[config.mk]
export PLATFORM = sky130hd
export DESIGN_NAME = max_joltager_kdigit
export DESIGN_NICKNAME = d
export VERILOG_FILES = /design/src/rtl/max_joltager_kdigit.sv
export SDC_FILE = /design/constraint.sdc
export NUM_CORES = 1
export LEC_CHECK = 0
export BUFFER_PORTS_ARGS = -buffer_cell sky130_fd_sc_hd__buf_2
export CORE_AREA = 2 2 235 237
export CTS_BUF_LIST = sky130_fd_sc_hd__clkbuf_16
export CTS_CLUSTER_SIZE = 12
export DETAILED_ROUTE_END_ITERATION = 12
export DIE_AREA = 0 0 237 239
export HOLD_SLACK_MARGIN = 0.03
export PLACE_DENSITY = 0.69
export SLEW_MARGIN = 20
export SYNTH_ARGS = -nofsm -noshare
export SYNTH_HDL_FRONTEND = slang
export SYNTH_SLANG_ARGS = --single-unit
[constraint.sdc]
create_clock -name clock -period 6.6 [get_ports clock]
set_input_delay 0.33 -clock clock [delete_from_list [all_inputs] [get_ports clock]]
set_output_delay 0.33 -clock clock [all_outputs]
set_load 0.005 [all_outputs]
[src/rtl/max_joltager_kdigit.sv]
// max_joltager_kdigit: streaming selector of the largest K-digit ordered subsequence of a BCD digit bank.
module max_joltager_kdigit #(
  parameter int NUM_DIGITS   = 12,
  parameter int MAX_BANK_LEN = 255,
  parameter int LEN_W        = $clog2(MAX_BANK_LEN + 1)
) (
  input  logic                    clock,
  input  logic                    reset_n,
  input  logic                    in_valid,
  output logic                    in_ready,
  input  logic [3:0]              in_digit,
  input  logic                    in_last,
  output logic                    out_valid,
  input  logic                    out_ready,
  output logic [4*NUM_DIGITS-1:0] out_joltage_bcd,
  output logic [LEN_W-1:0]        out_len,
  output logic                    out_short
);
  localparam int W = 4 * NUM_DIGITS;
  // best[j] holds a j-digit value zero-extended to W bits; best[0] is the empty string
  logic [W-1:0] best   [NUM_DIGITS+1];
  logic [W-1:0] best_n [NUM_DIGITS+1];
  logic [W-1:0] cand;
  logic [LEN_W-1:0] len, len_n;
  logic acc, upd, bank_end, short_n;
  assign in_ready = !out_valid || out_ready;
  assign acc      = in_valid && in_ready;
  assign upd      = acc && (in_digit <= 4'd9);
  assign bank_end = acc && in_last;
  assign short_n  = int'(len_n) < NUM_DIGITS;
  always_comb begin
    len_n     = (upd && int'(len) < MAX_BANK_LEN) ? len + 1'b1 : len;
    best_n[0] = '0;
    cand      = '0;
    for (int j = 1; j <= NUM_DIGITS; j++) begin
      cand      = (best[j-1] << 4) | W'(in_digit);
      best_n[j] = !upd                                ? best[j] :
                  (int'(len) == j - 1)                ? cand    :
                  (int'(len) >= j && cand > best[j])  ? cand    : best[j];
    end
  end
  always_ff @(posedge clock or negedge reset_n) begin
    if (!reset_n) begin
      for (int j = 0; j <= NUM_DIGITS; j++) best[j] <= '0;
      len             <= '0;
      out_valid       <= 1'b0;
      out_joltage_bcd <= '0;
      out_len         <= '0;
      out_short       <= 1'b0;
    end else begin
      for (int j = 1; j <= NUM_DIGITS; j++) best[j] <= bank_end ? '0 : best_n[j];
      len <= bank_end ? '0 : len_n;
      if (bank_end) begin
        out_valid       <= 1'b1;
        out_joltage_bcd <= short_n ? '0 : best_n[NUM_DIGITS];
        out_len         <= len_n;
        out_short       <= short_n;
      end else if (out_ready) begin
        out_valid <= 1'b0;
      end
    end
  end
endmodule
* Word-level counts from Yosys, hierarchy flattened
Cells that the tools add are included.
** Operators by class
- $add $sub $neg :: 1
- $lt $le $gt $ge :: 27
- Equal/unequal tests :: 11
- Multiplexer cells :: 53
- Bitwise operators :: 12
- Reduce and logical (&&, ||, !) cells :: 43
** Operator list (number)
- $mux W48 :: 49
- $gt A48 B48 Y1 :: 12
- $or A48 B4 Y48 :: 12
- $ge A8 B4 Y1 const B :: 5
- $reduce_bool A3 Y1 :: 11
- $eq A8 B4 Y1 const B :: 4
- $eq A8 B5 Y1 const B :: 4
- $ge A8 B3 Y1 const B :: 4
- $reduce_and A2 Y1 :: 11
- $eq A8 B3 Y1 const B :: 2
- $ge A8 B2 Y1 const B :: 2
- $logic_and A1 B1 Y1 :: 16
- $mux W8 :: 2
- $add A8 B1 Y8 const B :: 1
- $eq A8 B2 Y1 const B :: 1
- $ge A8 B1 Y1 const B :: 1
- $logic_not A8 Y1 :: 1
- $lt A8 B4 Y1 const B :: 1
- $lt A8 B8 Y1 const B :: 1
- $le A4 B4 Y1 const B :: 1
- $reduce_bool A2 Y1 :: 2
- $mux W1 :: 2
- $logic_not A1 Y1 :: 1
- $logic_or A1 B1 Y1 :: 1
** Storage, ports and cells
- Flip-flop bits (word level) :: 642
- Bits of input ports :: 9
- Output and inout bits :: 59

* Longest topological paths before layout
- Depth in word-level cells :: 8
- Depth in mapped cells :: 12
- Depth with buffers taken out :: 10

* Least setup slack after synthesis
Ideal clock, no wire load.
- Path type :: flip-flop to flip-flop
- Start :: register best[91] (netlist name)
- End :: register out_joltage_bcd[27]
- Library setup time :: 0.130 ns
- Arrival time :: 2.770 ns
- Setup slack :: 3.699 ns
- Cell stages (with the launch flop) :: 12
- Buffers on the path :: 2
- Path through :: dfrtp_1 ha_1 nand4_1 or4_4 nor4_4 a21boi_1 o21a_1 o221ai_2 buf_6 buf_6 mux2i_1 o21ai_1
** Between the ends
- Longest elaborated chain between the ends :: 7
** Ends and longest elaborated chain
- from (decl) :: RTL line 21 : logic [W-1:0] best [NUM_DIGITS+1];
- $or A48 B4 Y48 :: RTL line 36 : cand = (best[j-1] << 4) | W'(in_digit);
- $gt A48 B48 Y1 :: RTL line 39 : (int'(len) >= j && cand > best[j]) ? cand : best[j];
- $logic_and A1 B1 Y1 :: RTL line 39
- $mux W48 :: RTL line 39
- $mux W48 :: RTL line 38 : (int'(len) == j - 1) ? cand :
- $mux W48 :: RTL line 37 : best_n[j] = !upd ? best[j] :
- $mux W48 :: RTL line 55 : out_joltage_bcd <= short_n ? '0 : best_n[NUM_DIGITS];
- to (signal assigned) :: RTL line 55
- to (decl) :: RTL line 15 : output logic [4*NUM_DIGITS-1:0] out_joltage_bcd,
Every way passes these cells.
A chain may end at the register's enable or synchronous reset.

* Worst setup path in the final report
- Start :: register best[87] (netlist name)
- End :: register out_joltage_bcd[37]
Same word-level chain as after synthesis.

==> out/summary.log <==
[floorplanning] die outline height 239 um
[setup_path] startpoint types flip-flop
[route] via count 18700
[setup_path] CP bufs+invs 1
[setup_path] critical path fanouts, max 32
[cells_and_area] Non-Filler Instances 3227
[route] DRC marker count from the first detailed-route iteration 1373
[clocking] TritonCTS clock tree built
[setup_path] Critical Path AT 4540 ps
[setup_path] cell-by-cell trace of the critical path ha_1 -> nand4_1 -> or4_4 -> nor4_4 -> a21boi_1 -> o21a_1 -> o221ai_4 -> buf_4 -> mux2i_1 -> o21ai_1
[timing] worst rel slew slack 26.1%
[power_and_ir_drop] Lkg Pwr 13.5 nW
[setup_path] end of the worst register-to-register path out_joltage_bcd[37]
[job] maximum capacitance violations 0
[grt] Congestion Overflow GR 0
[synth] cell count after synthesis 2466
[synth] sequential element share of the synthesized area 40.4%
[placement] number of cells after detailed placement 3143
[worst_hold_path] path class of the lowest-slack min-delay path input port to flip-flop
[route] WL met2 27800 um
[setup_path] slowest stage cell on the critical path sky130_fd_sc_hd__o221ai_4
[timing] count of pins over their slew limit 0
[clocking] source-to-sink clock delay at the later pin of the worst-skew pair 590 ps
[synth] post-synth top area share 40.4%
[synth] Cell Area, Synth 24100 sq um
[setup_path] instance count on the critical path 10
[placement] number of buffers added on ports 67
[synth] Mapped Nets 2802
[clocking] clock sink count 389
[floorplanning] initial core utilization 44.4%
[synth] FF+latch count, synth 389
[route] total wire length after detailed routing 57800 um
[clocking] Clk pin slew, worst setup/hold paths 60 ps
[setup_path] Crit Reg-Reg Startpoint best[87]
[placement] weighted congestion at the end of routability-driven global placement 0.855
[setup_path] Reg2Reg Setup Slack 2500 ps
[route] post-detailed-route count of antenna-violating nets 0
[setup_path] delay of the slowest cell on the worst path 640 ps
[synth] syn avg cell area 9.78 sq um
[timing] minimum clock period after layout 4100 ps
[route] Met1 Routed Length 26100 um
[clocking] TritonCTS buffer count 45
[setup_path] CP endpoint out_joltage_bcd[37]
[clocking] buffer levels on the longest clock path 3
[floorplanning] die outline area 56600 sq um
[route] average wire length per cell after detail routing 17.9 um
[setup_path] path type of the worst setup path flip-flop to flip-flop
[cells_and_area] nets 2823
[setup_path] required time at the endpoint of the critical path 7040 ps
[floorplanning] area of the core 54300 sq um
[timing] Worst Tran Pin Value 1100 ps
[route] number of detailed-routing iterations run before antenna repair 8
[grt] Tot GR Track Use 20.8%
[route] post-detailed-route DRC marker count 0
[outcome] outcome completed
[setup_path] Worst path top cell family by delay simple AND/OR/NAND/NOR gates
[grt] maximum number of pins on one net before global-route repair 167
[setup_path] category of the worst setup path capture point flip-flop
[setup_path] Worst Reg-to-Reg Cells 10
[clocking] H-tree depth 2
[cells_and_area] Ant. Diodes 0
[floorplanning] Die X-Extent 237 um
[power_and_ir_drop] power per cell area 406 nW/um^2
[timing] final setup violating endpoints 0
[synth] Ys Warns 44
[route] met3 routed WL 2420 um
[synth] prevailing post-synth register cell sky130_fd_sc_hd__dfrtp_1
[cells_and_area] layout cells sized above 1 7.45%
[synth] dominant cells by area after synthesis sky130_fd_sc_hd__dfrtp_1, sky130_fd_sc_hd__ha_1, sky130_fd_sc_hd__mux2i_1, sky130_fd_sc_hd__inv_1, sky130_fd_sc_hd__a22o_1
[floorplanning] num ports 68
[timing] worst setup skew after layout 24.5 ps
[grt] via count of the first global-routing pass 18800
[cells_and_area] final std cell area, no fill 26600 sq um
[cells_and_area] layout overhead on the synthesized area 10.2%
[grt] number of antenna violations at the first check in global routing 0
[setup_path] Worst setup startpoint best[87]
[synth] number of flops mapped to enable cells by yosys 0
[synth] count of unique library cells instantiated by Yosys 65
[route] top metal layer carrying routed signals met4
[placement] instance area at placement 25100 sq um
[route] Via density 5.78
[timing] final hold violation count 0
[floorplanning] number of rows created at floorplan 86
[placement] HPWL Detailed 41200 um
[timing] Setup TNS 0 ps
[timing] Max Fclk 244 MHz
[grt] first-pass GRT wire length 97000 um
[synth] Async S/R FF share, synth 100%
[power_and_ir_drop] Design Power 10.8 mW
[synth] cell type with the highest aggregate area in the netlist sky130_fd_sc_hd__dfrtp_1
[timing] unrepaired setup endpoints after global routing no
[power_and_ir_drop] IR Drop Worst-Case VDD 187 uV
[timing] share of the clock period used by the worst path after layout 62.2%
[clocking] cell at the root of the clock tree sky130_fd_sc_hd__clkbuf_16
## routing by layer
layer | global-route usage [%] | vias to the layer above
li1 | - | 8950
met1 | 27.2 | 9183
met2 | 35.6 | 433
met3 | 2.83 | 100
met4 | 6.87 | 0
met5 | 0 | -
## cell usage in the layout, fill, tap and decap left out, types with 8 or more instances in the layout
master                      netlist  final
sky130_fd_sc_hd__o21a_1          22     22
sky130_fd_sc_hd__a21oi_1         90     89
sky130_fd_sc_hd__nand2_1        182    181
sky130_fd_sc_hd__a31oi_1         26     26
sky130_fd_sc_hd__o211ai_1        44     44
sky130_fd_sc_hd__and3_1          44     43
sky130_fd_sc_hd__a221o_1         39     39
sky130_fd_sc_hd__o21ai_1         52     50
sky130_fd_sc_hd__buf_2           13     66
sky130_fd_sc_hd__nor3_1          40     38
sky130_fd_sc_hd__nand4_1         88     88
sky130_fd_sc_hd__nand3_1         57     56
sky130_fd_sc_hd__buf_4            8     23
sky130_fd_sc_hd__a2bb2o_1        12     12
sky130_fd_sc_hd__inv_1          322    331
sky130_fd_sc_hd__o2111ai_1       11     11
sky130_fd_sc_hd__nor2b_1         23     23
sky130_fd_sc_hd__a221oi_1         9      8
sky130_fd_sc_hd__a21o_1          92     92
sky130_fd_sc_hd__clkbuf_16        0     46
sky130_fd_sc_hd__ha_1           327    327
sky130_fd_sc_hd__mux2_2           8      8
sky130_fd_sc_hd__clkinv_2         0      8
sky130_fd_sc_hd__mux2i_1        143    143
sky130_fd_sc_hd__o21ai_0         48     48
sky130_fd_sc_hd__dfrtp_1        389    389
sky130_fd_sc_hd__or3_1           16     16
sky130_fd_sc_hd__clkinv_1         0     13
sky130_fd_sc_hd__nor2_1          89     89
sky130_fd_sc_hd__a22o_1          87     87
## stage by stage
| step | util, % | hold slack (ps) | setup WS (ps) |
|---|---|---|---|
| 6_report | 48.9 | 97.0 | 2500 |
| 5_1_grt | 48.9 | 114 | 2260 |
| 4_1_cts | 48.9 | 75.4 | 2450 |
| 3_5_place_dp | 46.2 | 383 | 2460 |
| 3_3_place_gp | 46.2 | 379 | 2590 |
| 2_1_floorplan | - | 34.4 | 3700 |
## tightest hold or removal path, stage by stage
cell and delay (ps):
sky130_fd_sc_hd__buf_2 110, sky130_fd_sc_hd__mux2i_1 100, sky130_fd_sc_hd__nor2_1 100
## how the worst min path moves through the flow
stage           startpoint                   to  slack (ps)  cells past startpoint
2_1_floorplan      reset_n              best[0]          30                      0
3_3_place_gp       reset_n  out_joltage_bcd[43]         380                      1
3_5_place_dp       reset_n             best[41]         380                      1
4_1_cts        in_digit[0]              best[0]          80                      3
5_1_grt        in_digit[0]              best[0]         110                      3
6_report       in_digit[0]              best[0]         100                      3
## cell type report
type / count / area (sq um)
well taps: 704 / 881
clock inverters: 37 / 288
repair buffers: 92 / 548
inverters: 322 / 1210
multi-input cells: 1637 / 12800
fillers: 4886 / 27700
flip-flops and latches: 389 / 9730
clock buffers: 46 / 1150
## synth_stat cells (7+ instances only)
| cell type | instances |
|---|---|
| sky130_fd_sc_hd__clkbuf_1 | 89 |
| sky130_fd_sc_hd__nor2_1 | 89 |
| sky130_fd_sc_hd__nand2_1 | 182 |
| sky130_fd_sc_hd__a221oi_1 | 9 |
| sky130_fd_sc_hd__buf_2 | 13 |
| sky130_fd_sc_hd__o21ai_1 | 52 |
| sky130_fd_sc_hd__mux2i_1 | 143 |
| sky130_fd_sc_hd__o21a_1 | 22 |
| sky130_fd_sc_hd__nand2b_1 | 7 |
| sky130_fd_sc_hd__dfrtp_1 | 389 |
| sky130_fd_sc_hd__nor3_1 | 40 |
| sky130_fd_sc_hd__inv_1 | 322 |
| sky130_fd_sc_hd__a31oi_1 | 26 |
| sky130_fd_sc_hd__nand4_1 | 88 |
| sky130_fd_sc_hd__mux2_2 | 8 |
| sky130_fd_sc_hd__o21ai_0 | 48 |
| sky130_fd_sc_hd__a22o_1 | 87 |
| sky130_fd_sc_hd__ha_1 | 327 |
| sky130_fd_sc_hd__a221o_1 | 39 |
| sky130_fd_sc_hd__a2bb2o_1 | 12 |
| sky130_fd_sc_hd__and3_1 | 44 |
| sky130_fd_sc_hd__a21o_1 | 92 |
| sky130_fd_sc_hd__or3_1 | 16 |
| sky130_fd_sc_hd__buf_4 | 8 |
| sky130_fd_sc_hd__nor2b_1 | 23 |
| sky130_fd_sc_hd__a21oi_1 | 90 |
| sky130_fd_sc_hd__o211ai_1 | 44 |
| sky130_fd_sc_hd__nand3_1 | 57 |
| sky130_fd_sc_hd__o2111ai_1 | 11 |
| sky130_fd_sc_hd__a211oi_1 | 7 |
| sky130_fd_sc_hd__nor4_1 | 7 |
## repair_timing
action                                 4_1_cts  5_1_grt
resized for setup                            0        0
buffers inserted                             0        0
hold buffers                                 1        0
endpoints found under the hold margin       87        0
## kinds of logic after synthesis
| kind of cell | Yosys count | synth area share (%) |
|---|---|---|
| AO/OA/AOI/OAI | 578 | 17.2 |
| flip-flops | 389 | 40.4 |
| AND/OR/NAND/NOR | 576 | 11.8 |
| buffers and inverters | 440 | 7.14 |
| multiplexers | 152 | 6.35 |
| adder cells (fa/ha/maj) | 327 | 17.0 |
| XOR/XNOR | 4 | 0.145 |
## flip-flops by register name (all words and copies together), names as in the netlist
signal           flops
out_valid            1
out_joltage_bcd     48
out_len              8
out_short            1
len                  8
best               323
## power breakdown
group	switching, mW	internal, mW	total (mW)
Sequential	0.811	3.04	3.85
Combinational	2.42	2.07	4.49
Clock	1.03	1.42	2.46
Power figures use the tool's default switching activity.
